$ cat src/rtl/kyber_pkg.sv
// Shared constants and types for the bit/byte stream converters.
package kyber_pkg;

  localparam int MAX_W = 12;

  // The accumulator holds up to seven leftover bits plus one full chunk.
  function automatic int acc_width(input int max_w);
    return max_w + 8;
  endfunction

  localparam int ACC_W = acc_width(MAX_W);

  typedef enum logic [1:0] {
    IDLE  = 2'd0,
    PACK  = 2'd1,
    DRAIN = 2'd2,
    DONE  = 2'd3
  } state_t;

endpackage

$ cat src/rtl/bits_acc.sv
// LSB-first bit accumulator: appends masked chunks above the held bits and
// retires the low byte on request.
module bits_acc
  import kyber_pkg::*;
#(
  parameter int MAX_W = kyber_pkg::MAX_W
) (
  input  logic                                   clk,
  input  logic                                   rst_n,
  input  logic                                   clear,
  input  logic                                   append_en,
  input  logic [MAX_W-1:0]                       append_bits,
  input  logic [3:0]                             append_cnt,
  input  logic                                   shift_en,
  output logic [7:0]                             acc_byte,
  output logic [$clog2(acc_width(MAX_W)+1)-1:0] acc_cnt
);

  localparam int AW = acc_width(MAX_W);
  localparam int CW = $clog2(AW + 1);

  logic [AW-1:0]    acc;
  logic [MAX_W-1:0] masked;
  logic [AW-1:0]    masked_ext;

  // Bits beyond append_cnt are forced to zero so the upper accumulator stays clean.
  always_comb begin
    masked = '0;
    for (int i = 0; i < MAX_W; i++) begin
      masked[i] = append_bits[i] & (i < int'(append_cnt));
    end
    masked_ext = AW'(masked) << acc_cnt;
  end

  always_ff @(posedge clk) begin
    if (!rst_n || clear) begin
      acc     <= '0;
      acc_cnt <= '0;
    end else if (append_en) begin
      acc     <= acc | masked_ext;
      acc_cnt <= acc_cnt + CW'(append_cnt);
    end else if (shift_en) begin
      acc     <= acc >> 8;
      acc_cnt <= acc_cnt - CW'(8);
    end
  end

  assign acc_byte = acc[7:0];

endmodule

$ cat src/rtl/bits_to_bytes_stream.sv
// Packs variable-width input chunks LSB-first into a framed stream of bytes
// with valid/ready handshakes on both sides.
module bits_to_bytes_stream
  import kyber_pkg::*;
#(
  parameter int BYTE_COUNT = 384,
  parameter int MAX_W      = kyber_pkg::MAX_W
) (
  input  logic                        clk,
  input  logic                        rst_n,
  input  logic                        start,
  input  logic [$clog2(BYTE_COUNT):0] len,
  input  logic                        in_valid,
  output logic                        in_ready,
  input  logic [MAX_W-1:0]            in_bits,
  input  logic [3:0]                  in_width,
  output logic                        out_valid,
  input  logic                        out_ready,
  output logic [7:0]                  out_byte,
  output logic                        out_last,
  output logic                        busy,
  output logic                        done,
  output logic                        err
);

  localparam int LW = $clog2(BYTE_COUNT) + 1;
  localparam int BW = LW + 3;
  localparam int AW = acc_width(MAX_W);
  localparam int CW = $clog2(AW + 1);

  state_t        state, state_next;
  logic [LW-1:0] len_r, byte_cnt;
  logic [BW-1:0] bit_cnt, total_bits, room;
  logic [CW-1:0] acc_cnt;
  logic [3:0]    keep;
  logic          width_bad, trunc, in_fire, out_fire, start_ok, err_r;

  assign start_ok   = (state == IDLE) && start;
  assign in_fire    = in_valid && in_ready;
  assign out_fire   = out_valid && out_ready;
  assign total_bits = {len_r, 3'b000};
  assign room       = total_bits - bit_cnt;

  // Malformed widths append nothing; oversize chunks keep only what still fits.
  assign width_bad = (in_width == 4'd0) || (int'(in_width) > MAX_W);
  assign trunc     = !width_bad && (BW'(in_width) > room);
  assign keep      = width_bad ? 4'd0 : (trunc ? room[3:0] : in_width);

  always_ff @(posedge clk) begin
    if (!rst_n) state <= IDLE;
    else        state <= state_next;
  end

  always_comb begin
    state_next = state;
    case (state)
      IDLE:    if (start) state_next = (len == '0) ? DONE : PACK;
      PACK:    if (in_fire && ((bit_cnt + BW'(keep)) == total_bits)) state_next = DRAIN;
      DRAIN:   if (out_fire && out_last) state_next = DONE;
      DONE:    state_next = IDLE;
      default: state_next = IDLE;
    endcase
  end

  // Input and output sides are mutually exclusive on acc_cnt, so no cycle moves both.
  always_comb begin
    in_ready  = (state == PACK) && (acc_cnt < CW'(8));
    out_valid = ((state == PACK) || (state == DRAIN)) && (acc_cnt >= CW'(8));
    out_last  = out_valid && (byte_cnt == (len_r - 1'b1));
    busy      = (state == PACK) || (state == DRAIN);
    done      = (state == DONE);
  end

  always_ff @(posedge clk) begin
    if (!rst_n) begin
      len_r    <= '0;
      bit_cnt  <= '0;
      byte_cnt <= '0;
      err_r    <= 1'b0;
    end else begin
      if (start_ok) begin
        len_r    <= len;
        bit_cnt  <= '0;
        byte_cnt <= '0;
        err_r    <= (len == '0);
      end
      if (in_fire) begin
        bit_cnt <= bit_cnt + BW'(keep);
        if (width_bad || trunc) err_r <= 1'b1;
      end
      if (out_fire) byte_cnt <= byte_cnt + 1'b1;
    end
  end

  assign err = err_r;

  bits_acc #(
    .MAX_W(MAX_W)
  ) u_acc (
    .clk        (clk),
    .rst_n      (rst_n),
    .clear      (start_ok),
    .append_en  (in_fire),
    .append_bits(in_bits),
    .append_cnt (keep),
    .shift_en   (out_fire),
    .acc_byte   (out_byte),
    .acc_cnt    (acc_cnt)
  );

endmodule

$ cat config.mk
export PLATFORM = sky130hd
export DESIGN_NAME = bits_to_bytes_stream
export DESIGN_NICKNAME = d
export VERILOG_FILES = /design/src/rtl/kyber_pkg.sv /design/src/rtl/bits_acc.sv /design/src/rtl/bits_to_bytes_stream.sv
export SDC_FILE = /design/constraint.sdc
export NUM_CORES = 1
export LEC_CHECK = 0
export ABC_AREA = 1
export ABC_CLOCK_PERIOD_IN_PS = 3500
export BUFFER_PORTS_ARGS = -buffer_cell sky130_fd_sc_hd__buf_2
export CORE_MARGIN = 5
export CORE_UTILIZATION = 45
export DETAILED_ROUTE_END_ITERATION = 8
export PLACE_DENSITY = 0.71
export SETUP_SLACK_MARGIN = 0.1
export SYNTH_ARGS = -nofsm -noshare
export SYNTH_HDL_FRONTEND = slang
export SYNTH_SLANG_ARGS = --single-unit
$ cat constraint.sdc
create_clock -name clk -period 3.5 [get_ports clk]
set_input_delay 0.175 -clock clk [delete_from_list [all_inputs] [get_ports clk]]
set_output_delay 0.175 -clock clk [all_outputs]
set_load 0.02 [all_outputs]
==> results.cfg, run 1 <==
[synthesis]
yosysTopAreaCellShare_pct = 22.9
yosys.area.top_type = dfxtp_1
async_flop_share_pct = 0
ys.flop_type = dfxtp_1
yosys_register_bits = 61
synth_edf_count = 0
synth_fp_nets = 949
syn_avg_cell_area_um2 = 6.02
synth_area_um2 = 5340
synth_common_cells = nand2_1, inv_1, nand3_1
ys_types = 50
netlist_instances = 888
synth.most_common_cell = nand2_1
synth.area.top_cells = dfxtp_1, nand2_1, nand3_1
ys_warn_count = 0
synth-seq-area-share_pct = 22.9

[clock_network]
cts_made_buffers = 9
cts_hold_buf = 0
clock_path_buffers = 2
clk_latency_ns = 0.34
htreeDepth = 3
cts_sinks = 61
clk_pin_slew_worst_paths_ns = 0.06
cts_tree = yes
cts_root_buf = clkbuf_16

[cells_and_area]
final_area_um2 = 7230
final_cells = 1155
nFillCells = 1058
final_nets = 1071
diodes = 0
drive_above_1_share_pct = 29.9
utilization_pct = 62.8
area_growth_pct = 35.4

[power]
p_leak_nw = 3.36
p_sw_mw = 1.93
cellPowerDensity_nw_per_um2 = 593
combPwrFrac_pct = 58.6
p_int_mw = 2.36
power_switching_share_pct = 45.0
peakVddDrop_v = 0.000499
p_clk_share_pct = 20.9
power_frac_seq_pct = 20.5

[timing]
tightest_slew_ns = 0.893
rsz0062_at_grt = yes
min_period_ns = 3.83
finalSetupTns_ns = -0.931
fin_skew_ns = 0.00801
period_share_pct = 109
setup_viol = 7
slew-limit-headroom_pct = 40.3
slew_viol_final = 0
finalHoldViolations = 0
fmax_ghz = 0.261
setup_ws_ns = -0.332

[place]
placement.io_buffers = 44
dp_worst_setup_slack_ns = -0.297
place.gp.congestion = 0.938
dpl.cell_count = 1125
hpwlAfterDp_mm = 12.0
dpl_cell_area_um2 = 6270

[critical_path]
startpoint_type = flop
required_ns = 3.78
cp.arrival_ns = 4.11
cp_top_family = simple AND/OR/NAND/NOR gates
path_class = flop to flop
path_max_fanout = 5
end_kind = flop
cp_common_cell = nand2_2
r2r_start = bit_cnt[3]
cpMaxStageDelayCell = dfxtp_2
crit_path_start = bit_cnt[3]
cp_num_buf_inv = 5
cpPeakStageDelay_ns = 0.33

[grt]
grt_pass1_wl_mm = 26.9
antenna_found_initial = 0
grt_max_degree = 34
grt_pass1_vias = 5639
grt-ovfl-total = 0
grt_usage_pct = 22.7

[hold_path]
min_path_type = input pin to flop
holdCritStartpoint = len[4]

[floorplanning]
core_um2 = 11500
die-width_um = 119
rows = 39
die_h_um = 119
dieArea_um2 = 14100
io_pins = 45
initial_utilization_pct = 46.4

[status]
status = complete, but fails checks
violations = setup timing

[route]
num_vias = 6187
drc = 0
wl_per_cell_um = 14.5
detail_route.wirelength_mm = 16.8
vias_per_cell = 5.36
dr.pass1.iters = 5
drtAntennaViolNets = 0
drtIter0Drc = 453

[run]
drv_cap = 0
==> cells by family (layout without fill, tap and decap cells) <==
kind of cell,count (synthesis),count (layout),synth area share [%]
compound gates,168,168,17.8
xor+xnor,25,25,4.36
fa+ha+maj,30,30,7.03
buf+inv,144,268,10.7
flops,61,61,22.9
mux,1,1,0.187
simple gates,459,459,37.1
==> per-layer routing <==
metal	routed length [um]	global-route usage (%)
met1	7800	31.6
met2	7690	36.6
met3	1080	3.70
met4	220	6.15
met5	0	0
==> stage by stage <==
stage	power [mW]	hold slack [ns]
after floorplan	2.37	0.313
after global placement	2.95	0.442
after detailed placement	2.97	0.451
after CTS	4.00	0.134
after global routing	4.60	0.156
final	4.29	0.139
==> registers in the layout (all words and copies together) (netlist names) <==
signal	cells
bit_cnt	13
byte_cnt	10
err	1
len_r	10
state	2
u_acc.acc	20
u_acc.acc_cnt	5
==> power groups by stage <==
| stage | clock network, mW | logic (mW) | registers (mW) |
|---|---|---|---|
| detailed placement | 0 | 2.09 | 0.877 |
| CTS | 0.895 | 2.24 | 0.869 |
| floorplan | 0 | 1.51 | 0.867 |
| finish | 0.896 | 2.51 | 0.880 |
| global placement | 0 | 2.08 | 0.877 |
| global route | 0.924 | 2.79 | 0.891 |
==> final timing paths <==
check                                      to  slack (ns)  depth (start not counted)
worst min-delay path                 len_r[4]        0.14                          3
worst max register to register       state[1]       -0.33                         34
worst min register to register  u_acc.acc[16]        0.46                          2
worst max-delay path                 state[1]       -0.33                         34
==> placed cells by master, fill, tap and decap left out, types with 20 or more instances in the layout <==
master     n
a21oi_1   55
buf_2     44
buf_4     93
dfxtp_1   56
ha_1      20
inv_1     97
nand2_1  236
nand2_2   21
nand3_1   60
nand3_2   21
nor2_1    57
o21ai_0   36
==> repair_timing <==
item,4_1_cts,5_1_grt
pin swaps,15,44
setup endpoints to repair,19,36
resized for setup,42,101
endpoints found under the hold margin,0,0
gates cloned,0,0
buffers inserted,10,9
==> final cells by class <==
cell class / count / area (um2) / share of cell area, %
Sequential cell: 61 / 1230 / 17.0
Timing Repair Buffer: 142 / 975 / 13.5
Multi-Input combinational cell: 683 / 4130 / 57.2
Clock inverter: 2 / 35.0 / 0.485
Tap cell: 143 / 179 / 2.47
Clock buffer: 11 / 253 / 3.50
Inverter: 113 / 427 / 5.90
==> worst min-delay path, stage by stage <==
cell and delay, ns:
buf_2 0.08, o21ai_0 0.07, a21oi_1 0.11
Power figures use the tool's default switching activity.
==> run 2, diff against run 1 <==
--- a/config.mk
+++ b/config.mk
@@ -11,8 +11,9 @@
 export CORE_MARGIN = 5
 export CORE_UTILIZATION = 45
 export DETAILED_ROUTE_END_ITERATION = 8
-export PLACE_DENSITY = 0.71
+export PLACE_DENSITY = 0.65
 export SETUP_SLACK_MARGIN = 0.1
+export SKIP_CTS_REPAIR_TIMING = 1
 export SYNTH_ARGS = -nofsm -noshare
 export SYNTH_HDL_FRONTEND = slang
 export SYNTH_SLANG_ARGS = --single-unit
==> run 2 against run 1 <==
Against the previous run:
- the run still ends with setup timing left
- total power is 4.0% lower
- register-to-register slack worse by 0.02 ns
- hold slack better by 0.0051 ns
- cell area is 1.8% lower
- maximum frequency is 0.54% lower
- die area stayed put
- flip-flop and latch count stayed put
- clock power is 6.6% lower
- worst setup slack worse by 0.021 ns
- clock skew is 0.0021 ns lower
- critical path depth is 2 lower
- critical path type unchanged
- highest routed layer unchanged
==> results.cfg, run 2 (synthesis results as in run 1) <==
[clock_network]
cts_sinks = 61
cts_made_buffers = 9
clk_latency_ns = 0.33
cts_root_buf = clkbuf_16
cts_tree = yes
clk_pin_slew_worst_paths_ns = 0.05
clock_path_buffers = 2
htreeDepth = 3

[floorplanning]
initial_utilization_pct = 46.4
io_pins = 45
dieArea_um2 = 14100
die-width_um = 119
core_um2 = 11500
die_h_um = 119
rows = 39

[timing]
slew-limit-headroom_pct = 36.1
fmax_ghz = 0.260
finalHoldViolations = 0
setup_ws_ns = -0.353
fin_skew_ns = 0.00592
min_period_ns = 3.85
period_share_pct = 110
rsz0062_at_grt = yes
setup_viol = 9
slew_viol_final = 0
tightest_slew_ns = 0.955
whs_ns = 0.144

[route]
drtAntennaViolNets = 0
drtIter0Drc = 442
wl_per_cell_um = 14.1
drc = 0
dr.pass1.iters = 5
detail_route.wirelength_mm = 16.3
num_vias = 6099
vias_per_cell = 5.28

[critical_path]
cpMaxStageDelayCell = dfxtp_2
startpoint_type = flop
rr_endpoint = state[1]
r2r_cells = 32
r2r_start = bit_cnt[3]
path_max_fanout = 5
end_kind = flop
path_class = flop to flop
cp.arrival_ns = 4.12
cp_common_cell = nand2_2
rrSetupSlack_ns = -0.35
cpPeakStageDelay_ns = 0.33
required_ns = 3.77

[cells_and_area]
seqCellArea_um2 = 1230
drive_above_1_share_pct = 28.7
top_register = u_acc.acc
largest_reg_flops = 20
multi_input_comb_area_um2 = 4050
layout_common_cells = nand2_1, inv_1, buf_4, nand3_1, a21oi_1
reg_top3 = u_acc.acc (20), bit_cnt (13)
area_growth_pct = 33.0
nFillCells = 1109
diodes = 0
final_nets = 1068
layout_commonest_cell = nand2_1

[run]
drv_cap = 0

[place]
placement.io_buffers = 44
hpwlAfterDp_mm = 12.2
place.gp.congestion = 0.879

[hold_path]
holdCritStartpoint = len[8]
hold_end = len_r[8]
min_path_cells = 3
min_path_type = input pin to flop

[power]
p_leak_nw = 3.31
peakVddDrop_v = 0.000436
p_total_mw = 4.12
cellPowerDensity_nw_per_um2 = 580

[grt]
grt_usage_pct = 21.8
grt_pass1_vias = 5417
grt-ovfl-total = 0
grt_max_degree = 23
grt_pass1_wl_mm = 25.8
antenna_found_initial = 0

[status]
violations = setup timing
status = complete, but fails checks
==> run 2: cell types whose count changed in the layout (fill, tap and decap cells not counted), sizes merged <==
cell,before,now
clkinvlp,0,1
bufinv,1,0
clkbuf,11,12
buf,142,139
clkinv,3,5
==> run 2: how the worst max path moves through the flow <==
stage               startpoint  depth (start not counted)       end
floorplan           bit_cnt[3]                         31  state[1]
global placement    bit_cnt[2]                         29  state[1]
detailed placement  bit_cnt[2]                         30  state[1]
CTS                 bit_cnt[2]                         32  state[1]
global route        bit_cnt[3]                         32  state[1]
finish              bit_cnt[3]                         32  state[1]
==> run 2: critical path, delay by kind of cell, from the launching register on <==
kind | cells | cell delay (ns)
xor gates and xnor gates | 1 | 0.16
adders and majority gates | 3 | 0.83
and+or+nand+nor | 24 | 2.16
AOI/OAI and AO/OA | 2 | 0.22
buffers and inverters | 2 | 0.08
DFF | 1 | 0.33
==> run 2: stage by stage <==
step	TNS, ns	util, %	cell area, um2	setup WS [ns]	cells
3_5_place_dp	-1.15	55.1	6340	-0.361	1135
2_1_floorplan	-0.0544	-	5410	-0.0306	888
5_1_grt	-5.18	61.7	7100	-0.609	1155
6_report	-0.795	61.7	7100	-0.353	1155
3_3_place_gp	-0.836	55.1	6340	-0.316	1135
4_1_cts	-1.50	57.5	6620	-0.393	1151
==> run 2: cell type report <==
cell class	instances	area share (%)
Clock buffer	12	3.61
Clock inverter	4	0.317
Inverter	113	6.04
Multi-Input combinational cell	683	56.9
Sequential cell	61	17.3
Tap cell	143	2.52
Timing Repair Buffer	139	13.3
==> run 2: report_power, final <==
part           switching, mW  total (mW)  internal, mW
Sequential             0.106       0.886         0.780
Clock                  0.324       0.837         0.514
Combinational           1.45        2.40         0.949
==> run 2: metal layers <==
metal	vias up	part of all wire [%]	GRT usage (%)
li1	3153	-	-
met1	2743	49	31.6
met2	179	43	33.2
met3	24	6.5	4.45
met4	0	1.7	5.36
met5	-	0	0
==> run 3, diff against run 2 <==
--- a/config.mk
+++ b/config.mk
@@ -7,11 +7,10 @@
 export LEC_CHECK = 0
 export ABC_AREA = 1
 export ABC_CLOCK_PERIOD_IN_PS = 3500
-export BUFFER_PORTS_ARGS = -buffer_cell sky130_fd_sc_hd__buf_2
 export CORE_MARGIN = 5
 export CORE_UTILIZATION = 45
 export DETAILED_ROUTE_END_ITERATION = 8
-export PLACE_DENSITY = 0.65
+export DONT_BUFFER_PORTS = 1
 export SETUP_SLACK_MARGIN = 0.1
 export SKIP_CTS_REPAIR_TIMING = 1
 export SYNTH_ARGS = -nofsm -noshare
==> run 3 against run 2 <==
Against the previous run:
- global-route usage rose by 1.4 points
- flip-flop and latch count is the same
- wire length grew 11%
- cell area up 4.3%
- register-to-register slack got worse by 0.04 ns
- the run ends with hold timing, setup timing left
- clock skew is 0.0021 ns higher
- worst setup slack lost 0.036 ns
- die area is the same
- non-clock buffer count decreased by 22
- first-iteration DRC count grew 23%
- combinational power rose by 3%
- total power up 4.6%
- largest power group unchanged
==> results.cfg, run 3 (synthesis results as in run 1) <==
[timing]
slew-limit-headroom_pct = 30.7
finalHoldViolations = 5
tightest_slew_ns = 1.04
slew_viol_final = 0
setup_viol = 24
setup_ws_ns = -0.389
whs_ns = -0.0488
fin_skew_ns = 0.00804
fmax_ghz = 0.257
min_period_ns = 3.89
rsz0062_at_grt = yes
period_share_pct = 111
finalSetupTns_ns = -6.70

[critical_path]
cp.arrival_ns = 4.17
cp_num_buf_inv = 6
path_max_fanout = 5
cp_top_family = simple AND/OR/NAND/NOR gates
path_class = flop to flop
cpPeakStageDelay_ns = 0.33
end_kind = flop
cpMaxStageDelayCell = dfxtp_2
startpoint_type = flop
required_ns = 3.78
crit_cells = 37
r2r_cells = 37

[hold_path]
min_path_type = input pin to flop
min_path_cells = 2

[status]
violations = hold timing, setup timing
status = complete, but fails checks

[route]
drtAntennaViolNets = 0
num_vias = 6182
detail_route.wirelength_mm = 18.0
dr.pass1.iters = 6
drc = 0
drtIter0Drc = 542
vias_per_cell = 5.46
wl_per_cell_um = 15.9

[cells_and_area]
final_area_um2 = 7410
final_nets = 1046
diodes = 0
largest_reg_flops = 20
area_growth_pct = 38.7
drive_above_1_share_pct = 30.6
layout_commonest_cell = nand2_1
nFillCells = 1049
top_register = u_acc.acc
reg_top3 = u_acc.acc (20), bit_cnt (13)
layout_common_cells = nand2_1, inv_1, buf_4, nand3_1

[grt]
grt-ovfl-total = 0
antenna_found_initial = 0
grt_usage_pct = 23.2
grt_pass1_vias = 5528
grt_max_degree = 34
grt_pass1_wl_mm = 27.0

[floorplanning]
die_h_um = 119
io_pins = 45
dieArea_um2 = 14100
initial_utilization_pct = 46.4
die-width_um = 119
core_um2 = 11500
rows = 39

[place]
place.gp.congestion = 0.949
placement.io_buffers = 0
hpwlAfterDp_mm = 13.0
dpl_cell_area_um2 = 6110

[power]
peakVddDrop_v = 0.000349
cellPowerDensity_nw_per_um2 = 581
p_leak_nw = 3.29

[clock_network]
clock_path_buffers = 2
cts_root_buf = clkbuf_16
htreeDepth = 3
cts_tree = yes
cts_sinks = 61
clk_latency_ns = 0.34
clk_pin_slew_worst_paths_ns = 0.06
cts_made_buffers = 9

[run]
drv_cap = 0
==> run 3: cell types whose count changed in the layout (fill, tap and decap cells not counted), sizes merged <==
cell / before / now
buf: 139 / 108
dlygate4sd3: 0 / 9
clkbuf: 12 / 9
clkinvlp: 1 / 3
bufinv: 0 / 1
clkinv: 5 / 4
inv: 111 / 112
==> run 3: metrics by stage <==
stage	util, %	cells	hold WS, ns	setup WS [ns]	total power, mW
final	64.3	1133	-0.0488	-0.389	4.31
after global routing	64.3	1133	-0.0363	-0.717	4.63
after CTS	55.6	1105	-0.0618	-0.362	3.91
after detailed placement	53.0	1089	0.300	-0.329	2.99
after global placement	53.0	1089	0.291	-0.242	2.96
after floorplan	-	888	0.313	-0.0306	2.37
==> run 3: layout make-up <==
cell class / count / area [um2] / share of cell area (%)
Inverter: 113 / 435 / 5.88
Clock buffer: 9 / 225 / 3.04
Multi-Input combinational cell: 683 / 4290 / 57.9
Clock inverter: 7 / 72.6 / 0.980
Tap cell: 143 / 179 / 2.42
Timing Repair Buffer: 117 / 978 / 13.2
Sequential cell: 61 / 1230 / 16.6
==> run 3: worst register-to-register path, delay by kind of cell, from the launching register on <==
family          cells  cell delay (ns)
fa+ha+maj           3             0.61
flops               1             0.33
xor+xnor            1             0.16
compound gates      1             0.11
buf+inv             6             0.44
simple gates       26             2.19
==> run 3: worst paths after layout <==
path | startpoint | end | slack (ns)
worst min-delay path | rst_n | state[0] | -0.05
worst max register to register | bit_cnt[1] | state[1] | -0.39
worst min register to register | u_acc.acc[16] | u_acc.acc[16] | 0.46
worst max-delay path | bit_cnt[1] | state[1] | -0.39
==> run 3: routing by layer <==
metal / wire length (um) / global-route usage [%]
met4: 296 / 6.30
met2: 8080 / 35.2
met5: 0 / 0
met1: 8380 / 32.7
met3: 1240 / 5.73
==> run 3: where the power goes <==
group	switching [mW]	total [mW]	internal [mW]
clock	0.361	0.914	0.553
combinational	1.49	2.48	0.994
sequential	0.131	0.911	0.780
total	1.98	4.31	2.33
